**src/rtl/conv_encoder.sv**
```systemverilog
// Rate-1/2, constraint-length-3 convolutional encoder (g0=111, g1=101) with a
// frame-at-a-time message port, valid/ready symbol output and optional zero tail.
module conv_encoder #(
  parameter int MSG_W   = 16,
  parameter int TAIL_EN = 1
) (
  input  logic             clk,
  input  logic             rst,
  input  logic             msg_valid,
  input  logic [MSG_W-1:0] msg_data,
  output logic             msg_ready,
  output logic             sym_valid,
  input  logic             sym_ready,
  output logic [1:0]       sym_data,
  output logic             sym_last,
  output logic [1:0]       enc_state,
  output logic [7:0]       frame_cnt
);

  localparam int              CNT_W    = 5;
  localparam bit              HAS_TAIL = (TAIL_EN != 0);
  localparam logic [CNT_W-1:0] LAST_BIT = CNT_W'(MSG_W - 1);
  localparam logic [CNT_W-1:0] CNT_ONE  = CNT_W'(1);

  typedef enum logic [1:0] {IDLE, ENC, TAIL} state_t;

  state_t             state_q, state_d;
  logic [MSG_W-1:0]   shreg_q, shreg_d;
  logic [1:0]         enc_state_q, enc_state_d;
  logic [CNT_W-1:0]   bit_cnt_q, bit_cnt_d;
  logic [7:0]         frame_cnt_q, frame_cnt_d;

  logic u;
  logic sym_fire;
  logic last_sym;

  // Everything visible on the symbol port comes from flops only.
  always_comb begin
    u        = (state_q == ENC) ? shreg_q[MSG_W-1] : 1'b0;
    sym_fire = (state_q != IDLE) && sym_ready;
    last_sym = ((state_q == TAIL) && (bit_cnt_q == CNT_ONE)) ||
               ((state_q == ENC) && !HAS_TAIL && (bit_cnt_q == LAST_BIT));
  end

  always_comb begin
    state_d     = state_q;
    shreg_d     = shreg_q;
    enc_state_d = enc_state_q;
    bit_cnt_d   = bit_cnt_q;
    frame_cnt_d = frame_cnt_q;
    case (state_q)
      IDLE: begin
        if (msg_valid) begin
          shreg_d     = msg_data;
          enc_state_d = 2'b00;
          bit_cnt_d   = '0;
          state_d     = ENC;
        end
      end
      ENC: begin
        if (sym_fire) begin
          enc_state_d = {u, enc_state_q[1]};
          shreg_d     = {shreg_q[MSG_W-2:0], 1'b0};
          if (bit_cnt_q == LAST_BIT) begin
            bit_cnt_d = '0;
            state_d   = HAS_TAIL ? TAIL : IDLE;
          end else begin
            bit_cnt_d = bit_cnt_q + CNT_ONE;
          end
        end
      end
      TAIL: begin
        if (sym_fire) begin
          enc_state_d = {1'b0, enc_state_q[1]};
          if (bit_cnt_q == CNT_ONE) begin
            bit_cnt_d = '0;
            state_d   = IDLE;
          end else begin
            bit_cnt_d = bit_cnt_q + CNT_ONE;
          end
        end
      end
      default: state_d = IDLE;
    endcase
    if (sym_fire && last_sym) begin
      frame_cnt_d = frame_cnt_q + 8'd1;
    end
  end

  always_ff @(posedge clk) begin
    if (rst) begin
      state_q     <= IDLE;
      shreg_q     <= '0;
      enc_state_q <= 2'b00;
      bit_cnt_q   <= '0;
      frame_cnt_q <= 8'd0;
    end else begin
      state_q     <= state_d;
      shreg_q     <= shreg_d;
      enc_state_q <= enc_state_d;
      bit_cnt_q   <= bit_cnt_d;
      frame_cnt_q <= frame_cnt_d;
    end
  end

  // sym_data is forced to 00 outside a frame so the idle port is quiet.
  assign msg_ready = (state_q == IDLE);
  assign sym_valid = (state_q != IDLE);
  assign sym_data  = sym_valid ? {u ^ enc_state_q[1] ^ enc_state_q[0], u ^ enc_state_q[0]}
                               : 2'b00;
  assign sym_last  = last_sym;
  assign enc_state = enc_state_q;
  assign frame_cnt = frame_cnt_q;

endmodule

```
**config.mk**
```make
export PLATFORM = sky130hd
export DESIGN_NAME = conv_encoder
export DESIGN_NICKNAME = d
export VERILOG_FILES = /design/src/rtl/conv_encoder.sv
export SDC_FILE = /design/constraint.sdc
export NUM_CORES = 1
export LEC_CHECK = 0
export ABC_AREA = 1
export BUFFER_PORTS_ARGS = -buffer_cell sky130_fd_sc_hd__buf_2
export CORE_ASPECT_RATIO = 0.6
export CORE_MARGIN = 1.5
export CORE_UTILIZATION = 39
export CTS_CLUSTER_SIZE = 24
export DETAILED_ROUTE_END_ITERATION = 12
export SETUP_SLACK_MARGIN = 0.3
export SYNTH_ARGS = -nofsm -noshare
export SYNTH_HDL_FRONTEND = slang
export SYNTH_SLANG_ARGS = --single-unit
```
**constraint.sdc**
```tcl
create_clock -name clk -period 1.8 [get_ports clk]
set_input_delay 0.18 -clock clk [delete_from_list [all_inputs] [get_ports clk]]
set_output_delay 0.18 -clock clk [all_outputs]
set_load 0.02 [all_outputs]
```
==> impl_metrics.py <==
metrics = {
    "clock_tree": {
        "clockBufferDepth": 2,
        "h-tree-depth": 2,
        "cts_made_buffers": 5,
        "clock_insertion_delay_worst_skew_ns": 0.28,
        "cts.sinks": 33,
        "clk_pin_slew_ns": 0.07,
        "cts-root-buf": "clkbuf_8",
        "cts_tree": "built",
    },
    "worst_setup_path": {
        "crit_slowest_cell": "dfxtp_4",
        "cpPeakStageDelay_ns": 0.37,
        "worstSetupStartpointType": "register",
        "path_max_fanout": 4,
        "worstSetupStartpoint": "bit_cnt_q[1]",
        "rr_worst_depth": 10,
        "end_kind": "output port",
        "r2r-start": "bit_cnt_q[0]",
        "crit_arrival_ns": 1.32,
        "cp_cell_sequence": "inv_2 -> ha_4 -> inv_2 -> nor2_4 -> nand2_4 -> nor2_4 -> buf_6",
        "cp.required_ns": 1.62,
        "critPathKind": "register to output port",
        "worstSetupEndpoint": "sym_last",
        "r2r-end": "bit_cnt_q[1]",
        "reg2reg_slack_ns": 0.32,
    },
    "placed_design": {
        "io_buffers": 34,
        "gp_congestion": 0.795,
        "dp_hpwl_um": 3010,
    },
    "power": {
        "finalPower_mw": 3.66,
        "p_per_area_nw_per_um2": 1390,
        "leakagePower_nw": 1.24,
        "peakVddDrop_mv": 0.512,
    },
    "timing": {
        "setup_viol": 0,
        "hold_viol": 0,
        "tightest_slew_ns": 0.705,
        "rsz0062_at_grt": "yes",
        "slew_violations": 0,
        "relSlewSlack": 0.530,
        "tns_ns": 0,
        "skew_ns": 0.00309,
        "clock.fmax_ghz": 0.669,
        "period_needed_ns": 1.50,
        "period_share": 0.831,
    },
    "layout": {
        "antenna_cells": 0,
        "layout-drive-gt1-share": 0.342,
        "area_growth_pct": 41.3,
        "layout_commonest_cell": "nand2_1",
        "layout.nets": 373,
        "mostFrequentLayoutCells": "nand2_1 (91), nor2_1 (38), buf_2 (31)",
    },
    "route": {
        "antenna_left": 0,
        "wl_per_cell_um": 11.4,
        "wl_um": 4640,
        "vias_per_cell": 4.69,
        "route.detailed.drc": 0,
        "vias": 1913,
        "drt_pass1_iterations": 4,
        "drt_iter0_drc": 48,
    },
    "yosys": {
        "syn_nets": 320,
        "postSynthAreaPerCell_um2": 6.40,
        "synth_area_um2": 1870,
        "syn_inst": 292,
        "ys_warn_count": 0,
        "yosysSeqAreaShare": 0.354,
        "synthDistinctLibCells": 24,
        "ys_seq_elements": 33,
    },
    "global_route": {
        "grt_pass1_wl_um": 7910,
        "grt_max_degree": 22,
        "grt_usage": 0.191,
        "grt_remaining_overflow": 0,
        "grt_pass1_vias": 1751,
        "antenna_found_initial": 0,
    },
    "die": {
        "die_w_um": 92.4,
        "ios": 35,
        "start_util": 0.407,
        "fp-row-count": 19,
        "die_h_um": 56.6,
        "core-area_um2": 4590,
        "dieArea_um2": 5230,
    },
    "job": {
        "timing.max_cap.violations": 0,
    },
    "run_status": {
        "status": "finished clean",
    },
    "worst_hold_path": {
        "hold_class": "input pin to register",
    },
}
routing by layer:
layer	global-route usage	wire length, µm	vias up
met5	0	0	-
met2	0.304	2100	24
met1	0.256	2370	877
li1	-	-	1008
met4	0.0505	25	0
met3	0.0515	146	4
state kept, by name, summed over array words and instances, names as in the netlist:
register and count:
state_q 2, bit_cnt_q 5, enc_state 2, shreg_q 16, frame_cnt 8
where the power goes:
group,internal (mW),switching (mW)
sequential,0.900,0.118
clock,0.402,0.272
combinational,0.847,1.12
critical path, delay by kind of cell, from the launching register on:
family | cells | cell delay, ns
flip-flops | 1 | 0.37
AND/OR/NAND/NOR | 3 | 0.32
adder cells (fa/ha/maj) | 1 | 0.12
buffers and inverters | 3 | 0.23
Yosys cell counts (all sizes together):
cell	instances	area [µm²]
dfxtp	33	661
nand4	5	37.5
nand2	105	414
ha	8	100
clkbuf	3	11.3
o21ai	23	123
nor2	53	214
nand3	7	35.0
nand3b	2	15.0
xor2	1	8.76
a21oi	13	68.8
or2	1	6.26
inv	31	116
xnor2	2	17.5
buf	5	40.0
layout make-up:
cell class | count | area, µm²
fill | 447 | 1950
sequential | 33 | 673
timing repair buffer | 54 | 383
clock inverter | 2 | 35.0
multi-input combinational | 220 | 1270
inverter | 31 | 126
tap | 63 | 78.8
clock buffer | 5 | 68.8
how the worst min path moves through the flow:
stage                startpoint          to  slack (ns)  cells after the start
detailed placement   shreg_q[0]  shreg_q[0]        0.47                      2
floorplan           msg_data[0]  shreg_q[0]        0.35                      2
finish              msg_data[0]  shreg_q[0]        0.17                      3
CTS                 msg_data[0]  shreg_q[0]        0.17                      3
global route        msg_data[0]  shreg_q[0]        0.19                      3
global placement     shreg_q[4]  shreg_q[4]        0.46                      2
through the flow:
stage          hold slack, ns  cells  cell area (µm²)  worst slack (ns)   util
2_1_floorplan           0.349    292             1870             0.306      -
3_3_place_gp            0.462    388             2140             0.208  0.466
3_5_place_dp            0.471    388             2140             0.143  0.466
4_1_cts                 0.171    405             2440             0.278  0.531
5_1_grt                 0.190    408             2640             0.230  0.575
6_report                0.173    408             2640             0.304  0.575
kinds of logic (layout without fill, tap and decap cells):
| kind of cell | after synthesis | in the layout | synth area share |
|---|---|---|---|
| fa+ha+maj | 8 | 8 | 0.0536 |
| simple gates | 173 | 173 | 0.386 |
| buf+inv | 39 | 92 | 0.0898 |
| xor+xnor | 3 | 3 | 0.0141 |
| compound gates | 36 | 36 | 0.102 |
| flops | 33 | 33 | 0.354 |
repair_timing:
action / in CTS / in global routing
setup buffers: 10 / 3
pin swaps: 8 / 22
hold buffers: 0 / 0
setup endpoints to repair: 29 / 35
gates resized for setup: 39 / 54
Power figures use the tool's default switching activity.
